--- config.mk ---
export PLATFORM = sky130hd
export DESIGN_NAME = uart_sync_fifo_flat
export DESIGN_NICKNAME = d
export VERILOG_FILES = /design/src/rtl/uart_sync_fifo_if.sv /design/src/rtl/uart_sync_fifo.sv /design/src/flat_wrapper.sv
export SDC_FILE = /design/constraint.sdc
export NUM_CORES = 1
export LEC_CHECK = 0
export CORE_ASPECT_RATIO = 0.75
export CORE_MARGIN = 3
export CORE_UTILIZATION = 45
export CTS_BUF_LIST = sky130_fd_sc_hd__clkbuf_2 sky130_fd_sc_hd__clkbuf_4 sky130_fd_sc_hd__clkbuf_8
export DETAILED_ROUTE_END_ITERATION = 12
export PLACE_DENSITY = 0.67
export SYNTH_ARGS = -nofsm -noshare
export SYNTH_HDL_FRONTEND = slang
export SYNTH_SLANG_ARGS = --single-unit
--- constraint.sdc ---
create_clock -name clk_i -period 8.1 [get_ports clk_i]
set_clock_uncertainty 0.2 [all_clocks]
set_input_delay 1.62 -clock clk_i [delete_from_list [all_inputs] [get_ports clk_i]]
set_output_delay 1.62 -clock clk_i [all_outputs]
set_load 0.01 [all_outputs]
--- src/rtl/uart_sync_fifo_if.sv ---
// Handshake bundle between the APB UART register block and a uart_sync_fifo.
// The FIFO binds to the slave modport; the producer/consumer side binds to master.
interface uart_sync_fifo_if #(
    parameter int DATA_WIDTH = 8,
    parameter int FIFO_DEPTH = 50
);
    localparam int CNT_WIDTH = $clog2(FIFO_DEPTH + 1);

    logic                  flush_i;
    logic                  wr_en_i;
    logic [DATA_WIDTH-1:0] wr_data_i;
    logic                  rd_en_i;
    logic [DATA_WIDTH-1:0] rd_data_o;
    logic                  rd_valid_o;
    logic                  full_o;
    logic                  empty_o;
    logic                  almost_full_o;
    logic                  almost_empty_o;
    logic [CNT_WIDTH-1:0]  level_o;
    logic                  overflow_o;
    logic                  underflow_o;

    modport master (
        output flush_i, wr_en_i, wr_data_i, rd_en_i,
        input  rd_data_o, rd_valid_o, full_o, empty_o, almost_full_o,
               almost_empty_o, level_o, overflow_o, underflow_o
    );

    modport slave (
        input  flush_i, wr_en_i, wr_data_i, rd_en_i,
        output rd_data_o, rd_valid_o, full_o, empty_o, almost_full_o,
               almost_empty_o, level_o, overflow_o, underflow_o
    );
endinterface

--- src/rtl/uart_sync_fifo.sv ---
// Single-clock FIFO for the UART TX/RX paths: arbitrary depth via modulo pointers,
// occupancy level, almost-full/empty thresholds, sticky error flags and flush.
module uart_sync_fifo #(
    parameter int DATA_WIDTH = 8,
    parameter int FIFO_DEPTH = 50,
    parameter int AF_THRESH  = 48,
    parameter int AE_THRESH  = 2
) (
    input logic             clk_i,
    input logic             rst_i,
    uart_sync_fifo_if.slave fifo
);
    localparam int PTR_WIDTH = $clog2(FIFO_DEPTH);
    localparam int CNT_WIDTH = $clog2(FIFO_DEPTH + 1);

    localparam logic [PTR_WIDTH-1:0] PTR_LAST = PTR_WIDTH'(FIFO_DEPTH - 1);
    localparam logic [CNT_WIDTH-1:0] DEPTH_C  = CNT_WIDTH'(FIFO_DEPTH);
    localparam logic [CNT_WIDTH-1:0] AF_C     = CNT_WIDTH'(AF_THRESH);
    localparam logic [CNT_WIDTH-1:0] AE_C     = CNT_WIDTH'(AE_THRESH);

    logic [DATA_WIDTH-1:0] mem [FIFO_DEPTH];

    logic [PTR_WIDTH-1:0]  wr_ptr_q;
    logic [PTR_WIDTH-1:0]  rd_ptr_q;
    logic [CNT_WIDTH-1:0]  level_q;
    logic [DATA_WIDTH-1:0] rd_data_q;
    logic                  rd_valid_q;
    logic                  overflow_q;
    logic                  underflow_q;

    logic full;
    logic empty;
    logic wr_acc;
    logic rd_acc;

    // Pointers wrap at FIFO_DEPTH-1 so non-power-of-two depths use every entry.
    function automatic logic [PTR_WIDTH-1:0] next_ptr(input logic [PTR_WIDTH-1:0] p);
        return (p == PTR_LAST) ? '0 : p + PTR_WIDTH'(1);
    endfunction

    assign full   = (level_q == DEPTH_C);
    assign empty  = (level_q == '0);
    assign wr_acc = fifo.wr_en_i & ~full;
    assign rd_acc = fifo.rd_en_i & ~empty;

    always_ff @(posedge clk_i or posedge rst_i) begin
        if (rst_i) begin
            wr_ptr_q    <= '0;
            rd_ptr_q    <= '0;
            level_q     <= '0;
            rd_data_q   <= '0;
            rd_valid_q  <= 1'b0;
            overflow_q  <= 1'b0;
            underflow_q <= 1'b0;
        end else if (fifo.flush_i) begin
            // rd_data_q is deliberately kept so the last delivered word stays visible.
            wr_ptr_q    <= '0;
            rd_ptr_q    <= '0;
            level_q     <= '0;
            rd_valid_q  <= 1'b0;
            overflow_q  <= 1'b0;
            underflow_q <= 1'b0;
        end else begin
            rd_valid_q <= rd_acc;
            if (wr_acc) begin
                wr_ptr_q <= next_ptr(wr_ptr_q);
            end
            if (rd_acc) begin
                rd_ptr_q  <= next_ptr(rd_ptr_q);
                rd_data_q <= mem[rd_ptr_q];
            end
            if (wr_acc && !rd_acc) begin
                level_q <= level_q + CNT_WIDTH'(1);
            end else if (rd_acc && !wr_acc) begin
                level_q <= level_q - CNT_WIDTH'(1);
            end
            if (fifo.wr_en_i && full) begin
                overflow_q <= 1'b1;
            end
            if (fifo.rd_en_i && empty) begin
                underflow_q <= 1'b1;
            end
        end
    end

    // Storage carries no reset; only the pointers define which entries are live.
    always_ff @(posedge clk_i) begin
        if (wr_acc && !fifo.flush_i) begin
            mem[wr_ptr_q] <= fifo.wr_data_i;
        end
    end

    assign fifo.rd_data_o      = rd_data_q;
    assign fifo.rd_valid_o     = rd_valid_q;
    assign fifo.full_o         = full;
    assign fifo.empty_o        = empty;
    assign fifo.almost_full_o  = (level_q >= AF_C);
    assign fifo.almost_empty_o = (level_q <= AE_C);
    assign fifo.level_o        = level_q;
    assign fifo.overflow_o     = overflow_q;
    assign fifo.underflow_o    = underflow_q;
endmodule
--- src/flat_wrapper.sv ---
// flat-port wrapper written by rule: the top's interface ports become plain ports
module uart_sync_fifo_flat 
#(
    parameter int DATA_WIDTH = 8,
    parameter int FIFO_DEPTH = 50,
    parameter int AF_THRESH  = 48,
    parameter int AE_THRESH  = 2
)
  (clk_i, rst_i, fifo_flush_i, fifo_wr_en_i, fifo_wr_data_i, fifo_rd_en_i, fifo_rd_data_o, fifo_rd_valid_o, fifo_full_o, fifo_empty_o, fifo_almost_full_o, fifo_almost_empty_o, fifo_level_o, fifo_overflow_o, fifo_underflow_o);
  uart_sync_fifo_if #(.DATA_WIDTH(DATA_WIDTH), .FIFO_DEPTH(FIFO_DEPTH)) fifo_i ();
  input logic clk_i;
  input logic rst_i;
  input wire logic [$bits(fifo_i.flush_i)-1:0] fifo_flush_i;
  input wire logic [$bits(fifo_i.wr_en_i)-1:0] fifo_wr_en_i;
  input wire logic [$bits(fifo_i.wr_data_i)-1:0] fifo_wr_data_i;
  input wire logic [$bits(fifo_i.rd_en_i)-1:0] fifo_rd_en_i;
  output wire logic [$bits(fifo_i.rd_data_o)-1:0] fifo_rd_data_o;
  output wire logic [$bits(fifo_i.rd_valid_o)-1:0] fifo_rd_valid_o;
  output wire logic [$bits(fifo_i.full_o)-1:0] fifo_full_o;
  output wire logic [$bits(fifo_i.empty_o)-1:0] fifo_empty_o;
  output wire logic [$bits(fifo_i.almost_full_o)-1:0] fifo_almost_full_o;
  output wire logic [$bits(fifo_i.almost_empty_o)-1:0] fifo_almost_empty_o;
  output wire logic [$bits(fifo_i.level_o)-1:0] fifo_level_o;
  output wire logic [$bits(fifo_i.overflow_o)-1:0] fifo_overflow_o;
  output wire logic [$bits(fifo_i.underflow_o)-1:0] fifo_underflow_o;
  assign fifo_i.flush_i = fifo_flush_i;
  assign fifo_i.wr_en_i = fifo_wr_en_i;
  assign fifo_i.wr_data_i = fifo_wr_data_i;
  assign fifo_i.rd_en_i = fifo_rd_en_i;
  assign fifo_rd_data_o = fifo_i.rd_data_o;
  assign fifo_rd_valid_o = fifo_i.rd_valid_o;
  assign fifo_full_o = fifo_i.full_o;
  assign fifo_empty_o = fifo_i.empty_o;
  assign fifo_almost_full_o = fifo_i.almost_full_o;
  assign fifo_almost_empty_o = fifo_i.almost_empty_o;
  assign fifo_level_o = fifo_i.level_o;
  assign fifo_overflow_o = fifo_i.overflow_o;
  assign fifo_underflow_o = fifo_i.underflow_o;
  uart_sync_fifo #(.DATA_WIDTH(DATA_WIDTH), .FIFO_DEPTH(FIFO_DEPTH), .AF_THRESH(AF_THRESH), .AE_THRESH(AE_THRESH)) u_core (.clk_i(clk_i), .rst_i(rst_i), .fifo(fifo_i));
endmodule
# Word level (Yosys, flattened, before mapping)

Memory sizes are Yosys's and may differ from the RTL's. A register that Yosys moved wholly into a read port is not among the register bits.
Cells that the tools add are included.

Register bits after elaboration: 21
Word-level logic and storage cells: 52
Memories kept: 1
Output and inout port bits: 21
Input port bits: 13
Memory bits (writable): 400

Memory list:

| name       | depth | width | rd ports | clocked after Yosys merged registers in | write ports | line                 | source |
|---|---|---|---|---|---|---|---|
| u_core.mem | 50    | 8     | 1        | 1                                       | 1           | uart_sync_fifo.sv:21 | `logic [DATA_WIDTH-1:0] mem [FIFO_DEPTH];` |

Muxes and demuxes: 16
Bitwise logic cells: 5
Reduce and logical (&&, ||, !) cells: 15
Eq/ne operators: 3
Order comparisons: 2
Add/sub/neg operators: 4

Operator list:

| operator              | number |
|---|---|
| $mux W6               | 9 |
| $add A6 B1 Y6 const B | 3 |
| $eq A6 B6 Y1 const B  | 3 |
| $reduce_bool A2 Y1    | 4 |
| $mux W1               | 7 |
| $ge A6 B6 Y1 const B  | 1 |
| $le A6 B2 Y1 const B  | 1 |
| $logic_not A6 Y1      | 1 |
| $sub A6 B1 Y6 const B | 1 |
| $logic_and A1 B1 Y1   | 5 |
| $logic_not A1 Y1      | 3 |
| $not A1 Y1            | 3 |
| $reduce_bool A3 Y1    | 1 |
| $and A1 B1 Y1         | 2 |
| $reduce_and A2 Y1     | 1 |

# Depth between registers and ports, before layout

Gate-level depths: netlist (run 1).

Depth in word-level cells: 8
Depth in mapped cells: 11
Depth with buffers taken out: 11

# Worst setup path before layout (run 1)

OpenSTA, ideal clock, no wires.

Path type: input to register
Start point: in fifo_flush_i
End point: mem u_core.mem[0][0], enable pin
Stages on the path: 4
Library setup time: 395 ps
Arrival: 3245 ps
Path slack: 4260 ps
Required time: 7505 ps
Buffers on the path: 1
Cells stage by stage: clkbuf_1 > a211oi_2 > nand3b_1 > nor4_1

Longest elaborated chain between the ends: 4

Ends and longest elaborated chain:

| item                          | line                 | source |
|---|---|---|
| start, declared               | flat_wrapper.sv:13   | `input wire logic [$bits(fifo_i.flush_i)-1:0] fifo_flush_i;` |
| $logic_not A1 Y1              | uart_sync_fifo.sv:88 | `if (wr_acc && !fifo.flush_i) begin` |
| $logic_and A1 B1 Y1           | uart_sync_fifo.sv:88 |  |
| $mux W1                       | uart_sync_fifo.sv:88 |  |
| $mux W1 (implied by the code) | uart_sync_fifo.sv:89 | `mem[wr_ptr_q] <= fifo.wr_data_i;` |
| end, declared                 | uart_sync_fifo.sv:21 |  |

Every way passes these cells.

# Final worst setup path (run 1)

Start point: in fifo_flush_i
End point: mem u_core.mem[9][5], enable pin

Same word-level chain as after synthesis.

==> results of run 1 <==
-- power by group through the flow --
stage	logic (W)	registers, W	clock network, W
4_1_cts	0.000956	0.00256	0.00173
5_1_grt	0.00102	0.00257	0.00184
3_5_place_dp	0.000953	0.00261	0
3_3_place_gp	0.000949	0.00261	0
6_report	0.000946	0.00256	0.00171
2_1_floorplan	0.000680	0.00256	0
-- per-layer routing --
metal  vias to the layer above  GRT usage [%]  wire length, um
met5                         -              0                0
met4                         0           4.21              585
met3                        52           4.67             3830
met2                       504           26.5            16500
met1                      4632           32.9            18600
li1                       3753              -                -
-- metrics by stage --
| step | hold WS [ns] | instances | worst slack, ns | instance area (um2) |
|---|---|---|---|---|
| after global placement | 0.283 | 1393 | 3.31 | 18000 |
| after global routing | 0.338 | 1507 | 3.69 | 19200 |
| after CTS | 0.308 | 1507 | 3.87 | 19200 |
| after floorplan | 0.323 | 892 | 4.26 | 17200 |
| after detailed placement | 0.292 | 1394 | 3.21 | 18000 |
| final | 0.306 | 1507 | 3.74 | 19200 |
-- layout make-up --
| class | instances | area (um2) | share of cell area [%] |
|---|---|---|---|
| multi-input cells | 405 | 4160 | 21.7 |
| flip-flops and latches | 429 | 12700 | 66.4 |
| clock buffers | 83 | 1040 | 5.43 |
| well taps | 504 | 631 | 3.28 |
| clock inverters | 30 | 200 | 1.04 |
| repair buffers | 46 | 385 | 2.01 |
| inverters | 10 | 37.5 | 0.195 |
-- sequential cells by signal, indices dropped and copies added (netlist names) --
register	flops
u_core.fifo.level_o	6
u_core.fifo.rd_data_o	8
u_core.wr_ptr_q	6
u_core.rd_ptr_q	6
u_core.fifo.overflow_o	1
u_core.mem	400
u_core.fifo.rd_valid_o	1
u_core.fifo.underflow_o	1
-- synth_stat cells (8+ instances only) --
master and n:
a21oi_1 19, a22oi_1 9, buf_2 12, clkbuf_1 21
dfrtp_1 29, edfxtp_1 400, ha_1 8, inv_1 8
mux2i_1 37, mux4_2 95, nand2_1 32, nand3_1 9
nand3b_1 8, nor2_1 66, nor2b_1 12, o21ai_0 20
-- worst max path at each step --
stage,start,end,slack (ns),depth (start not counted)
6_report,fifo_flush_i,u_core.mem[9][5],3.74,4
5_1_grt,fifo_flush_i,u_core.mem[9][1],3.69,4
4_1_cts,fifo_flush_i,u_core.mem[9][4],3.87,4
3_5_place_dp,fifo_flush_i,u_core.mem[9][5],3.21,4
3_3_place_gp,fifo_flush_i,u_core.mem[13][6],3.31,4
2_1_floorplan,fifo_flush_i,u_core.mem[0][0],4.26,4
-- worst max-delay path: stages --
cell	delay, ns
clkdlybuf4s50_1	0.73
a211oi_2	0.73
nand3_1	0.51
nor2_1	0.79
-- cell usage in the layout (no fill, tap or decap), types with 3 or more instances in the layout --
cell | Yosys | routed
a211oi_1 | 4 | 4
a21o_1 | 3 | 3
a21oi_1 | 19 | 19
a22oi_1 | 9 | 9
a32o_1 | 3 | 3
a32oi_1 | 3 | 3
and2_1 | 5 | 5
buf_2 | 12 | 9
buf_4 | 7 | 12
clkbuf_4 | 0 | 16
clkbuf_8 | 0 | 67
clkdlybuf4s50_1 | 0 | 25
clkinv_1 | 1 | 8
clkinv_2 | 0 | 18
dfrtp_1 | 29 | 26
edfxtp_1 | 400 | 400
ha_1 | 8 | 8
inv_1 | 8 | 8
mux2_2 | 7 | 7
mux2i_1 | 37 | 37
mux4_2 | 95 | 95
nand2_1 | 32 | 32
nand2b_1 | 5 | 5
nand3_1 | 9 | 9
nand3b_1 | 8 | 8
nand4_1 | 5 | 5
nor2_1 | 66 | 66
nor2b_1 | 12 | 12
nor3_1 | 7 | 7
o21ai_0 | 20 | 20
o21ai_1 | 4 | 4
o22ai_1 | 7 | 7
o311ai_0 | 5 | 5
or2_2 | 5 | 5
xnor2_1 | 4 | 4
-- cell families (layout without fill, tap and decap cells) --
logic type               after synthesis  count (layout)  share of synthesized area (%)
AO/OA/AOI/OAI                         89              89                           3.48
XOR/XNOR                               4               4                          0.204
adder cells (fa/ha/maj)                9               9                          0.698
buffers and inverters                 58             169                           1.77
flip-flops                           429             429                           74.0
multiplexers                         141             141                           15.4
AND/OR/NAND/NOR                      162             162                           4.47
==> run summary, run 1 <==
Predominant post-synthesis flop cell: edfxtp_1
Slew headroom: 26.3%
Worst-Margin Slew: 1.11 ns
F_max: 229 MHz
Final #Nets: 974
Die footprint: 40600 um2
Setup Fix Bufs, Post-CTS: 0
Starting Density: 46.0%
First-pass GRT wire length: 59400 um
Slew Limit Fails: 0
DRC Markers: 0
Clock-pin slew on the worst setup and hold paths: 0.06 ns
Worst R2R Path Depth: 7
Via Count: 8941
Initial antenna violation count: 0
Clock network power share: 32.8%
CP required: 8.13 ns
Post-synthesis sequential area ratio: 74.0%
FF+latch count, synth: 429
Hold Crit Endpoint: u_core.fifo.underflow_o
Core area: 37400 um2
RSZ-0062 raised after global routing: false
# port buffers: 33
Yosys synthesis warning count: 0
Hold Crit Class: flop to flop
Asr flop ratio synth: 6.76%
Hold_buf cts: 0
Top cell type's share of synthesized area: 69.8%
Nature of the critical path endpoint: flop
1st-iter DRT viols: 1324
Post-Synthesis Cells: 892
Worst Hold Depth: 2
Worst endpoint data arrival time: 4.39 ns
Critical path type: input pin to flop
Worst skew pair latency: 0.61 ns
Final hold vios: 0
Area contributors post-synth: edfxtp_1, mux4_2, dfrtp_1
Combinational power share: 18.1%
Outcome: finished clean
CTS resizes: 0
Setup Viol. Count Final: 0
Switching fraction of total power: 26.4%
Drt wl/cell: 26.2 um
CTS H-tree lvls: 2
RR Startpoint: u_core.rd_ptr_q[0]
Crit path launch type: input pin
Sequential share of power: 49.1%
CTS max path bufs: 3
Die W: 232 um
Grt total ovfl: 0
Drt pass-1 iters: 5
Overall Global Routing Usage: 19.8%
Largest area contributor in the synthesized netlist: edfxtp_1
Largest net degree at the start of global routing: 61
Filler cells: 2989
Post-layout util: 51.4%
Clock Sink Count: 429
Tot Pwr: 0.00522 W
Maximum fanout along the worst path: 17
Maxcap violations: 0
Leakage: 5.99 nW
Final ANT Viol Nets: 0
Hold path startpoint: u_core.fifo.underflow_o
Int Pwr: 0.00384 W
CTS Root Cell: clkbuf_8
Reg-to-reg slack, setup: 4.63 ns
GP Congestion: 0.868
Rows: 61
Reg2reg end: u_core.fifo.rd_data_o[0]
Mapped Area: 17200 um2
I/O pin count: 34
TritonCTS Buffers: 60
Average cell area after synthesis: 19.3 um2
Final worst path period share: 53.8%
Max VDD drop: 0.113 mV
CTS tree: yes
Setup TNS: 0 ns
Detailed Place HPWL: 24400 um
Syn_nets: 914
Pwr Density: 272 nW/um2
Number of global-route vias before repair: 8802
Via-per-instance ratio: 5.93
Die Y: 175 um
Layout cells sized above 1: 24.3%
Switching Power: 0.00138 W
Final WL: 39500 um
Post-synth EDFFs: 400
Final Critical Period: 4.36 ns
Yosys cell types: 52
Area growth, synth to finish: 11.6%
Diode count: 0
(Power assumes the default switching activity.)
==> inputs of run 2 (changes only) <==
--- a/config.mk
+++ b/config.mk
@@ -10,7 +10,7 @@
 export CORE_UTILIZATION = 45
 export CTS_BUF_LIST = sky130_fd_sc_hd__clkbuf_2 sky130_fd_sc_hd__clkbuf_4 sky130_fd_sc_hd__clkbuf_8
 export DETAILED_ROUTE_END_ITERATION = 12
-export PLACE_DENSITY = 0.67
+export PLACE_DENSITY = 0.69
 export SYNTH_ARGS = -nofsm -noshare
 export SYNTH_HDL_FRONTEND = slang
 export SYNTH_SLANG_ARGS = --single-unit
==> constraint.sdc (replaced) <==
create_clock -name clk_i -period 3.85 [get_ports clk_i]
set_clock_uncertainty 0.2 [all_clocks]
set_input_delay 0.77 -clock clk_i [delete_from_list [all_inputs] [get_ports clk_i]]
set_output_delay 0.77 -clock clk_i [all_outputs]
set_load 0.01 [all_outputs]
==> run summary, run 2 (synthesis gave the netlist of run 1 again) <==
Number of global-route vias before repair: 8917 (+1.3%)
RSZ-0062 raised after global routing: false
Leakage: 6.21 nW (+3.6%)
Maxcap violations: 0 (unchanged)
CTS tree: yes
Max VDD drop: 0.366 mV (+220%)
Diode count: 0 (unchanged)
Final #Nets: 1029 (+5.6%)
Outcome: finished clean
Worst endpoint data arrival time: 2.26 ns (-2.13 ns)
Initial antenna violation count: 0 (unchanged)
Core area: 37400 um2 (unchanged)
Maximum fanout along the worst path: 5 (-12)
CTS max path bufs: 3 (unchanged)
Int Pwr: 0.00793 W (+110%)
Worst path slowest cell: clkdlybuf4s50_1
F_max: 310 MHz
Crit path launch type: flop
Overall Global Routing Usage: 18.8% (-1.0 points)
Drt wl/cell: 24.3 um (-7.5%)
Area growth, synth to finish: 13.6%
CTS resizes: 0 (unchanged)
Combinational power share: 19.2% (+1.1 points)
Crit-path max cell delay: 0.54 ns (-0.25 ns)
Met3 wire len: 3240 um (-15%)
Die W: 232 um (unchanged)
Switching Power: 0.00279 W (+100%)
Hold_buf cts: 0 (unchanged)
1st-iter DRT viols: 966 (-27%)
First-pass GRT wire length: 56900 um (-4.3%)
CTS Root Cell: clkbuf_8
Commonest cells after routing, fill and taps aside: edfxtp_1, mux4_2, nor2_1
Starting Density: 46.0% (unchanged)
Final ANT Viol Nets: 0 (unchanged)
CTS H-tree lvls: 2 (unchanged)
Setup Viol. Count Final: 0 (unchanged)
Crit-path cells: or4_1 > a21oi_1 > clkdlybuf4s50_1
TritonCTS Buffers: 60 (unchanged)
Final worst path period share: 83.9%
# port buffers: 33 (unchanged)
Reg2reg end: u_core.fifo.rd_data_o[0]
Setup TNS: 0 ns (unchanged)
Clock-pin slew on the worst setup and hold paths: 0.07 ns (about the same)
Nature of the critical path endpoint: output port
Largest net degree at the start of global routing: 51 (-16%)
Reg-to-reg slack, setup: 0.81 ns (-3.82 ns)
Worst Hold Depth: 2 (unchanged)
Clock network power share: 30.8% (-2.0 points)
Layout cells sized above 1: 26.6% (+2.2 points)
Sequential share of power: 50.0% (+0.9 points)
Final WL: 37600 um (-4.8%)
Switching fraction of total power: 26.0% (-0.36 points)
I/O pin count: 34 (unchanged)
Hold Crit Class: flop to flop
GP Congestion: 0.890 (+2.5%)
Commonest non-fill, non-tap cell in the layout: edfxtp_1
Worst skew pair latency: 0.62 ns (about the same)
Final hold vios: 0 (unchanged)
DRC Markers: 0 (unchanged)
Routed wl met2: 16600 um (+0.80%)
RR Startpoint: u_core.rd_ptr_q[0]
Critical path type: flop to output port
Rows: 61 (unchanged)
Top Metal Used: met4
Hold slack final: 0.301 ns (-0.00469 ns)
Via Count: 8929 (-0.13%)
Most flops, register: u_core.mem
CP required: 2.88 ns (-5.25 ns)
Clock Sink Count: 429 (unchanged)
Setup Fix Bufs, Post-CTS: 0 (unchanged)
Hold Crit Endpoint: u_core.fifo.overflow_o
Slew headroom: 28.6% (+2.4 points)
Detailed Place HPWL: 23500 um (-3.5%)
Die footprint: 40600 um2 (unchanged)
Worst-Margin Slew: 1.07 ns (-0.0356 ns)
Pwr Density: 548 nW/um2 (+100%)
Drt pass-1 iters: 6 (+1)
Grt total ovfl: 0 (unchanged)
Worst R2R Path Depth: 7 (unchanged)
Largest register FFs: 400 (unchanged)
Final Critical Period: 3.23 ns
Via-per-instance ratio: 5.76 (-3.0%)
Slew Limit Fails: 0 (unchanged)
Met1 Wirelength: 17100 um (-8.1%)
Die Y: 175 um (unchanged)
Hold path startpoint: u_core.fifo.overflow_o
==> run 2: changes by cell type in the layout (fill, tap and decap cells not counted) <==
cell             previous run  this run
inv_6                       1         0
buf_4                      12        64
clkinv_1                    8        17
clkbuf_8                   67        61
nor4_1                      1         0
nor4_2                      0         1
buf_2                       9         6
clkbuf_4                   16        18
bufinv_16                   2         1
clkinv_2                   18         4
buf_12                      0         4
clkdlybuf4s50_1            25        27
==> run 2: power by group through the flow <==
stage	Clock, W	Sequential (W)	Combinational (W)
CTS	0.00339	0.00536	0.00208
global route	0.00360	0.00537	0.00222
detailed placement	0	0.00545	0.00207
finish	0.00331	0.00536	0.00206
floorplan	0	0.00539	0.00143
global placement	0	0.00545	0.00205
==> run 2: worst max-delay path by stage <==
stage / from / end / slack [ns] / cells past startpoint
2_1_floorplan: fifo_flush_i / u_core.mem[0][0] / 0.86 / 4
3_3_place_gp: fifo_rd_en_i / u_core.fifo.level_o[5] / 0.60 / 11
3_5_place_dp: fifo_rd_en_i / u_core.fifo.level_o[5] / 0.56 / 11
4_1_cts: u_core.fifo.level_o[2] / fifo_almost_empty_o / 0.57 / 3
5_1_grt: u_core.fifo.level_o[3] / fifo_almost_empty_o / 0.50 / 3
6_report: u_core.fifo.level_o[3] / fifo_almost_empty_o / 0.62 / 3
==> run 2: per-stage QoR <==
stage	util, %	std cells	total power (W)	setup WS [ns]	cell area [um2]
6_report	52.3	1551	0.0107	0.621	19500
4_1_cts	52.3	1551	0.0108	0.574	19500
2_1_floorplan	-	892	0.00682	0.860	17200
3_3_place_gp	49.3	1449	0.00750	0.595	18400
5_1_grt	52.3	1551	0.0112	0.499	19500
3_5_place_dp	49.3	1449	0.00752	0.563	18400
==> run 2: metal layers <==
metal  vias to the layer above  track usage (%)
li1                       3857                -
met1                      4647             29.0
met2                       373             26.4
met3                        52             5.11
met4                         0             5.16
met5                         -                0
==> run 2: critical path: cells and delay by family (launching register included) <==
family                 cells  cell delay, ns
flip-flops                 1            0.46
buffers and inverters      1            0.54
AO/OA/AOI/OAI              1            0.12
AND/OR/NAND/NOR            1            0.51
==> run 2: layout make-up <==
| cell class | instances | area (um2) |
|---|---|---|
| Multi-Input combinational cell | 405 | 4170 |
| Clock inverter | 23 | 125 |
| Inverter | 10 | 37.5 |
| Tap cell | 504 | 631 |
| Timing Repair Buffer | 101 | 861 |
| Fill cell | 2957 | 17900 |
| Sequential cell | 429 | 12700 |
| Clock buffer | 79 | 975 |
